<file path="config.mk">
export PLATFORM = sky130hd
export DESIGN_NAME = uart_tx
export DESIGN_NICKNAME = d
export VERILOG_FILES = /design/src/rtl/uart_pkg.sv /design/src/rtl/uart_baud_gen.sv /design/src/rtl/uart_tx.sv
export SDC_FILE = /design/constraint.sdc
export NUM_CORES = 1
export LEC_CHECK = 0
export BUFFER_PORTS_ARGS = -buffer_cell sky130_fd_sc_hd__buf_4
export CAP_MARGIN = 20
export CORE_ASPECT_RATIO = 0.8
export CORE_UTILIZATION = 45
export DETAILED_ROUTE_END_ITERATION = 16
export PLACE_DENSITY = 0.71
export SLEW_MARGIN = 20
export SYNTH_ARGS = -nofsm -noshare
export SYNTH_HDL_FRONTEND = slang
export SYNTH_SLANG_ARGS = --single-unit
</file>
<file path="constraint.sdc">
create_clock -name i_apb_pclk -period 2.7 [get_ports i_apb_pclk]
set_input_delay 0.54 -clock i_apb_pclk [delete_from_list [all_inputs] [get_ports i_apb_pclk]]
set_output_delay 0.54 -clock i_apb_pclk [all_outputs]
set_load 0.05 [all_outputs]
</file>
<file path="src/rtl/uart_pkg.sv">
// uart_pkg: shared types for the YetAnotherUART transmitter and register map.
package uart_pkg;
   localparam int UART_TX_BYTE_W  = 8;
   localparam int UART_BAUD_DIV_W = 16;

   typedef enum logic [2:0] {IDLE, START, DATA, PARITY, STOP} uart_tx_state_t;

   typedef enum logic [1:0] {UART_DB_5, UART_DB_6, UART_DB_7, UART_DB_8} uart_data_bits_t;

   typedef struct packed {
      logic [UART_BAUD_DIV_W-1:0] div;
      uart_data_bits_t            data_bits;
      logic                       parity_en;
      logic                       parity_odd;
      logic                       stop2;
   } uart_tx_cfg_t;
endpackage

</file>
<file path="src/rtl/uart_baud_gen.sv">
// uart_baud_gen: reloadable bit-period counter; o_bit_end marks the last clock of each bit.
module uart_baud_gen #(
   parameter int DIV_WIDTH = 16
) (
   input  logic                 i_clk,
   input  logic                 i_rst_n,
   input  logic                 i_start,
   input  logic [DIV_WIDTH-1:0] i_div,
   output logic                 o_bit_end
);
   logic [DIV_WIDTH-1:0] r_cnt;

   assign o_bit_end = r_cnt == i_div;

   always_ff @(posedge i_clk or negedge i_rst_n) begin
      if (!i_rst_n) r_cnt <= '0;
      else r_cnt <= (i_start || o_bit_end) ? '0 : r_cnt + 1'b1;
   end
endmodule

</file>
<file path="src/rtl/uart_tx.sv">
// uart_tx: YetAnotherUART serializer, LSB first, configuration latched per frame.
// Define UART_TX_PARITY_EN to build the optional parity bit.
module uart_tx
   import uart_pkg::*;
#(
   parameter int BAUD_DIV_WIDTH = UART_BAUD_DIV_W
) (
   input  logic                      i_apb_pclk,
   input  logic                      i_apb_presetn,
   input  logic                      i_enable,
   input  logic [BAUD_DIV_WIDTH-1:0] i_baud_div,
   input  logic [1:0]                i_data_bits,
   input  logic                      i_parity_en,
   input  logic                      i_parity_odd,
   input  logic                      i_stop2,
   input  logic [UART_TX_BYTE_W-1:0] i_tx_data,
   input  logic                      i_tx_valid,
   output logic                      o_tx_ready,
   output logic                      o_txd,
   output logic                      o_busy,
   output logic                      o_done
);
   uart_tx_state_t            r_state;
   uart_tx_cfg_t              r_cfg;
   logic [UART_TX_BYTE_W-1:0] r_shift;
   logic [2:0]                r_bit_cnt;
   logic                      r_stop_cnt;
   logic                      r_txd;
   logic                      r_busy;
   logic                      w_bit_end;
   logic                      w_last;
   logic                      w_accept;
`ifdef UART_TX_PARITY_EN
   logic                      r_par;
`else
   logic                      w_unused;
   assign w_unused = r_cfg.parity_en ^ r_cfg.parity_odd;
`endif

   assign w_last     = r_state == STOP && w_bit_end && r_stop_cnt == r_cfg.stop2;
   assign o_tx_ready = i_enable && (r_state == IDLE || w_last);
   assign w_accept   = i_tx_valid && o_tx_ready;
   assign o_done     = w_last;
   assign o_txd      = r_txd;
   assign o_busy     = r_busy;

   uart_baud_gen #(
      .DIV_WIDTH(BAUD_DIV_WIDTH)
   ) u_baud (
      .i_clk    (i_apb_pclk),
      .i_rst_n  (i_apb_presetn),
      .i_start  (w_accept),
      .i_div    (BAUD_DIV_WIDTH'(r_cfg.div)),
      .o_bit_end(w_bit_end)
   );

   // r_txd always holds the level of the bit being sent, loaded one edge ahead.
   always_ff @(posedge i_apb_pclk or negedge i_apb_presetn) begin
      if (!i_apb_presetn) begin
         r_state    <= IDLE;
         r_cfg      <= '0;
         r_shift    <= '0;
         r_bit_cnt  <= '0;
         r_stop_cnt <= 1'b0;
         r_txd      <= 1'b1;
         r_busy     <= 1'b0;
`ifdef UART_TX_PARITY_EN
         r_par      <= 1'b0;
`endif
      end else if (w_accept) begin
         r_state    <= START;
         r_cfg      <= '{div: UART_BAUD_DIV_W'(i_baud_div), data_bits: uart_data_bits_t'(i_data_bits),
                         parity_en: i_parity_en, parity_odd: i_parity_odd, stop2: i_stop2};
         r_shift    <= i_tx_data;
         r_bit_cnt  <= '0;
         r_stop_cnt <= 1'b0;
         r_txd      <= 1'b0;
         r_busy     <= 1'b1;
`ifdef UART_TX_PARITY_EN
         r_par      <= i_parity_odd;
`endif
      end else if (w_bit_end) begin
         case (r_state)
            START: begin
               r_state <= DATA;
               r_txd   <= r_shift[0];
            end
            DATA: begin
               r_shift <= r_shift >> 1;
`ifdef UART_TX_PARITY_EN
               r_par   <= r_par ^ r_shift[0];
`endif
               if (r_bit_cnt == 3'd4 + 3'(r_cfg.data_bits)) begin
                  r_bit_cnt <= '0;
`ifdef UART_TX_PARITY_EN
                  r_state   <= r_cfg.parity_en ? PARITY : STOP;
                  r_txd     <= r_cfg.parity_en ? r_par ^ r_shift[0] : 1'b1;
`else
                  r_state   <= STOP;
                  r_txd     <= 1'b1;
`endif
               end else begin
                  r_bit_cnt <= r_bit_cnt + 3'd1;
                  r_txd     <= r_shift[1];
               end
            end
`ifdef UART_TX_PARITY_EN
            PARITY: begin
               r_state <= STOP;
               r_txd   <= 1'b1;
            end
`endif
            STOP: begin
               if (r_stop_cnt != r_cfg.stop2) begin
                  r_stop_cnt <= 1'b1;
               end else begin
                  r_state    <= IDLE;
                  r_stop_cnt <= 1'b0;
                  r_busy     <= 1'b0;
               end
            end
            default: ;
         endcase
      end
   end
endmodule

</file>
After elaboration in Yosys (flattened, before gate mapping)
Index checks and enable logic that the tools add are counted.
{ "totals": {"reg_bits": 52, "input_bits": 33, "word_cells": 65, "output_inout_bits": 4} }
{ "op_classes": {"reduce_logical": 17, "n_eq_ne": 10, "mux": 25, "add_sub_neg": 3} }
{ "ops": {"columns": ["op", "count"], "rows": [
  ["$mux 3", 8],
  ["$mux 8", 3],
  ["$add 16x1->16 const B", 1],
  ["$eq 16x16->1", 1],
  ["$mux 16", 1],
  ["$mux 1", 11],
  ["$pmux 3 s3", 1],
  ["$ne 3x2->1 const B", 2],
  ["$reduce_and 2->1", 3],
  ["$reduce_bool 2->1", 3],
  ["$logic_and 1x1->1", 4],
  ["$reduce_and 4->1", 1],
  ["$reduce_bool 4->1", 1],
  ["$add 3x1->3 const B", 1],
  ["$add 3x2->3 const A", 1],
  ["$eq 3x1->1 const B", 1],
  ["$eq 3x2->1 const B", 1],
  ["$eq 3x3->1", 1],
  ["$eq 3x3->1 const B", 1],
  ["$logic_not 3->1", 1],
  ["$reduce_and 3->1", 1],
  ["$reduce_bool 3->1", 1],
  ["$logic_or 1x1->1", 2],
  ["$ne 2x1->1 const B", 1],
  ["other kinds (3)", 3]
]} }

Depth between registers and ports, before layout
{ "depth": {"depth_word": 8, "ltp_mapped": 7} }

Modules after synthesis
Synthesis repeated with hierarchy kept, for this count alone.
{ "hier_totals": {"hier_cells": 248, "area_unflattened_um2": 2706.3} }
{ "modules_own_cells": {"columns": ["mod", "area_per_inst_um2", "cells_per_inst", "instances"], "rows": [
  ["uart_tx", 1724.2, 148, 1],
  ["uart_baud_gen", 982.2, 100, 1]
]} }

Worst setup path after synthesis
No wires, ideal clock.
{ "synth_path": {"path_type": "register -> output", "start": "register u_baud.r_cnt[5]", "end": "output port o_done", "arrival_ps": 2349, "stages_incl_launch_ff": 6, "n_path_buf": 0, "path_slack_ps": -189, "cell_sequence": "dfrtp_1 xnor2_1 nand4_1 nor4_4 nand3_2 nor3_1"} }
{ "synth_between": {"elab_chain_cells": 3} }
{ "synth_rtl": {"columns": ["item", "line_no", "rtl"], "rows": [
  ["start, declared", "uart_baud_gen.sv:11", "logic [DIV_WIDTH-1:0] r_cnt;"],
  ["start signal, assigned", "uart_baud_gen.sv:17", "else r_cnt <= (i_start || o_bit_end) ? '0 : r_cnt + 1'b1;"],
  ["$eq 16x16->1", "uart_baud_gen.sv:13", "assign o_bit_end = r_cnt == i_div;"],
  ["$logic_and 1x1->1 (2 in series)", "uart_tx.sv:40", "assign w_last = r_state == STOP && w_bit_end && r_stop_cnt == r_cfg.stop2;"],
  ["end, declared", "uart_tx.sv:21", "output logic o_done"]
]} }
No other way between the ends.

Final worst setup path
{ "layout_path": {"start": "register u_baud.r_cnt[10]", "end": "output port o_done"} }
Same word-level chain as after synthesis.

==> key figures <==
Status
  • Status: complete, no violations

Timing
  • Tightest Pin Transition: between 0.6 and 0.7 ns
  • FMAX: around 0.38 GHz
  • Max Slew Vio Count: 0
  • Slew HR: 56.8%
  • Fin worst setup slack: roughly 0.064 ns
  • Final-report setup violation count: 0
  • Clk_skew: 0.00805 ns
  • Fin crit share: 97.6%
  • Hold Vio Cnt, Final: 0
  • RSZ-0062 raised after global routing: true
  • Final min period: between 2 and 3 ns

Floorplanning
  • Die area: a little over 6000 sq um
  • Num rows: 24
  • Initial Util: a little under half
  • Die width: a little under 90 um
  • CORE AREA: between 5000 and 6000 sq um
  • I/O pins: 37
  • Die Ht: around 70 um

Worst setup path
  • Crit path DAT: between 2 and 2.5 ns
  • Type of origin of the critical path: flip-flop
  • Worst Path Required: 2.16 ns
  • CP endpoint: o_done
  • Crit end category: primary output
  • R2R cell count: 7
  • Kind of critical path: reg -> out
  • Worst reg-to-reg setup slack: approximately 0.28 ns
  • RR Startpoint: u_baud.r_cnt[10]
  • R2R Path End: r_cfg[6]
  • Max FO, Critical Path: 4
  • Worst setup path start: u_baud.r_cnt[10]

Global routing
  • Initial antenna violation count: 0
  • Vias in the first global route: between 1500 and 2000
  • Global-route wire length before repair: just under 8000 um
  • Total gr overflow: 0
  • Gr usage total: 16.6%
  • Largest net degree at the start of global routing: 53

Detailed routing
  • Avg WL per Cell: around 14 um
  • First-pass detailed-route iteration total: 4
  • Post-route ant nets: 0
  • Vias per cell: approximately 4.9
  • Final WL: 4750 um
  • Initial drt markers: slightly above 90
  • Vias: approximately 1700
  • DRC viols: 0

Power and ir drop
  • Sequential share of power: 48.2%
  • Pleak: roughly 0.0015 uW
  • PD cells: ~840 nW/um^2
  • Power share of the combinational group: 34.1%
  • Clock power frac: between 10% and 20%
  • Net Sw Frac: 30.4%
  • Int Power: between 1500 and 2000 uW
  • VDD IR-drop max: approximately 400 uV
  • Sw power: 803 uW

Synthesis
  • Mapped cell area: between 2000 and 3000 sq um
  • Top-count cell post-synth: dfrtp_1
  • Net Count, Synth: about 260
  • Post-synth top flop: dfrtp_1
  • Post-synth EDFFs: 0
  • Synth async-reset ratio: between 90% and 100%
  • Yosys warning total: 0
  • Top cells by count, synth: dfrtp_1, mux2_4, xnor2_1
  • Unique masters post-synth: 31
  • Post-synthesis sequential area ratio: 49.7%
  • Seq cells post-synth: 52
  • Yosys top cell by area: dfrtp_1
  • Post-Syn Area per Cell: around 12 sq um
  • Post-synth top area share: ~49%
  • Post-Syn Instances: ~220
  • Synth area leaders: dfrtp_1, mux2_4, xnor2_1

Clocking
  • Clock slew at reported path FFs: roughly 0.090 ns
  • Clock buffer depth: 2
  • Total CTS buffers: 5
  • H-tree Lvls: 2
  • CTS tree: built
  • Root Driver: clkbuf_8
  • Clk_lat worst skew: 0.30 ns
  • Clk sinks: 52

Finish
  • Fin cells: about 350
  • P&R area growth vs syn: 19.5%
  • # diodes: 0
  • Final Net Count: 301
  • Share of layout cells above drive strength 1: roughly 34%
  • Fillers: ~500

Job
  • Maxcap violations: 0

Placed design
  • IO buf count: 34
  • Pre-CTS setup slack: a little over 0.3 ns
  • Routability Congestion: roughly 0.80
  • Cell total after placement: 331
  • DP HPWL: between 3000 and 4000 um

Min path
  • Hold Crit Class: in -> async
power by group through the flow:
| stage | clock [uW] | combinational (uW) | sequential [uW] |
|---|---|---|---|
| floorplan | 0 | 685 | 1240 |
| global placement | 0 | 824 | 1280 |
| detailed placement | 0 | 844 | 1290 |
| CTS | 476 | 849 | 1280 |
| global route | 517 | 978 | 1300 |
| finish | 467 | 898 | 1270 |
layout by cell type (no fill, tap or decap), drive strengths merged, types with 3 or more instances in the layout:
cell    Yosys  routed
nand4       6       6
and3        6       6
clkbuf      3       7
nor2       18      18
or3         3       3
inv         9       9
a21oi       7       7
o21ai      13      13
xor2        6       6
nand3       8       8
nand2      14      14
mux2       33      33
xnor2      25      25
buf         3      43
dfrtp      51      51
metrics by stage:
step	total power [uW]	setup TNS, ns	hold WS, ns	utilization (%)	cell area [sq um]
after floorplan	1920	0	0.244	-	2630
after global placement	2100	0	0.511	53.8	2970
after detailed placement	2130	0	0.513	53.8	2970
after CTS	2600	0	0.284	55.5	3060
after global routing	2800	-0.0186	0.300	56.7	3130
final	2640	0	0.260	56.7	3130
cells by family after synthesis:
group	count (synthesis)	share of synthesized area [%]
adder cells (fa/ha/maj)	2	0.954
AO/OA/AOI/OAI	26	5.49
XOR/XNOR	31	10.4
multiplexers	35	18.7
buffers and inverters	15	3.01
AND/OR/NAND/NOR	61	11.9
flip-flops	52	49.7
critical path, stage by stage (launching register included):
cell and delay [ns]:
dfrtp_1 0.41, xnor2_1 0.21, nand4_1 0.20, nor4_4 0.38
nand3_2 0.19, nor3_4 0.23, buf_6 0.18
layout make-up:
class                      count  area, sq um  share of cell area [%]
clock buffer                   7         86.3                    2.76
clock inverter                 1         7.51                   0.240
inverter                       9         33.8                    1.08
multi-input combinational    155         1260                    40.3
sequential                    52         1310                    41.7
tap                           78         97.6                    3.12
timing repair buffer          43          339                    10.8
per-layer routing:
layer	track usage [%]	share of wire [%]
met2	22.4	43
met4	4.92	0.93
met1	26.1	53
met5	0	0
met3	3.78	3.4
worst min path at each step:
stage,slack (ns),end,startpoint,depth (start not counted)
final,0.26,r_cfg[12],i_apb_presetn,1
after global routing,0.30,r_cfg[19],i_apb_presetn,1
after detailed placement,0.51,o_txd,o_txd,2
after floorplan,0.24,o_busy,i_apb_presetn,0
after CTS,0.28,r_cfg[12],i_apb_presetn,1
after global placement,0.51,r_bit_cnt[0],r_bit_cnt[0],1
state kept, by name (all words and copies together), names as in the netlist:
| register | count |
|---|---|
| r_cfg | 19 |
| o_busy | 1 |
| u_baud.r_cnt | 16 |
| r_state | 3 |
| r_stop_cnt | 1 |
| r_bit_cnt | 3 |
| o_txd | 1 |
| r_shift | 8 |
timing repair:
item,4_1_cts,5_1_grt
hold buffers,0,0
buffers inserted,0,6
setup endpoints to repair,0,2
gates resized for setup,0,6
No activity file was read; power rests on OpenSTA's default activity.
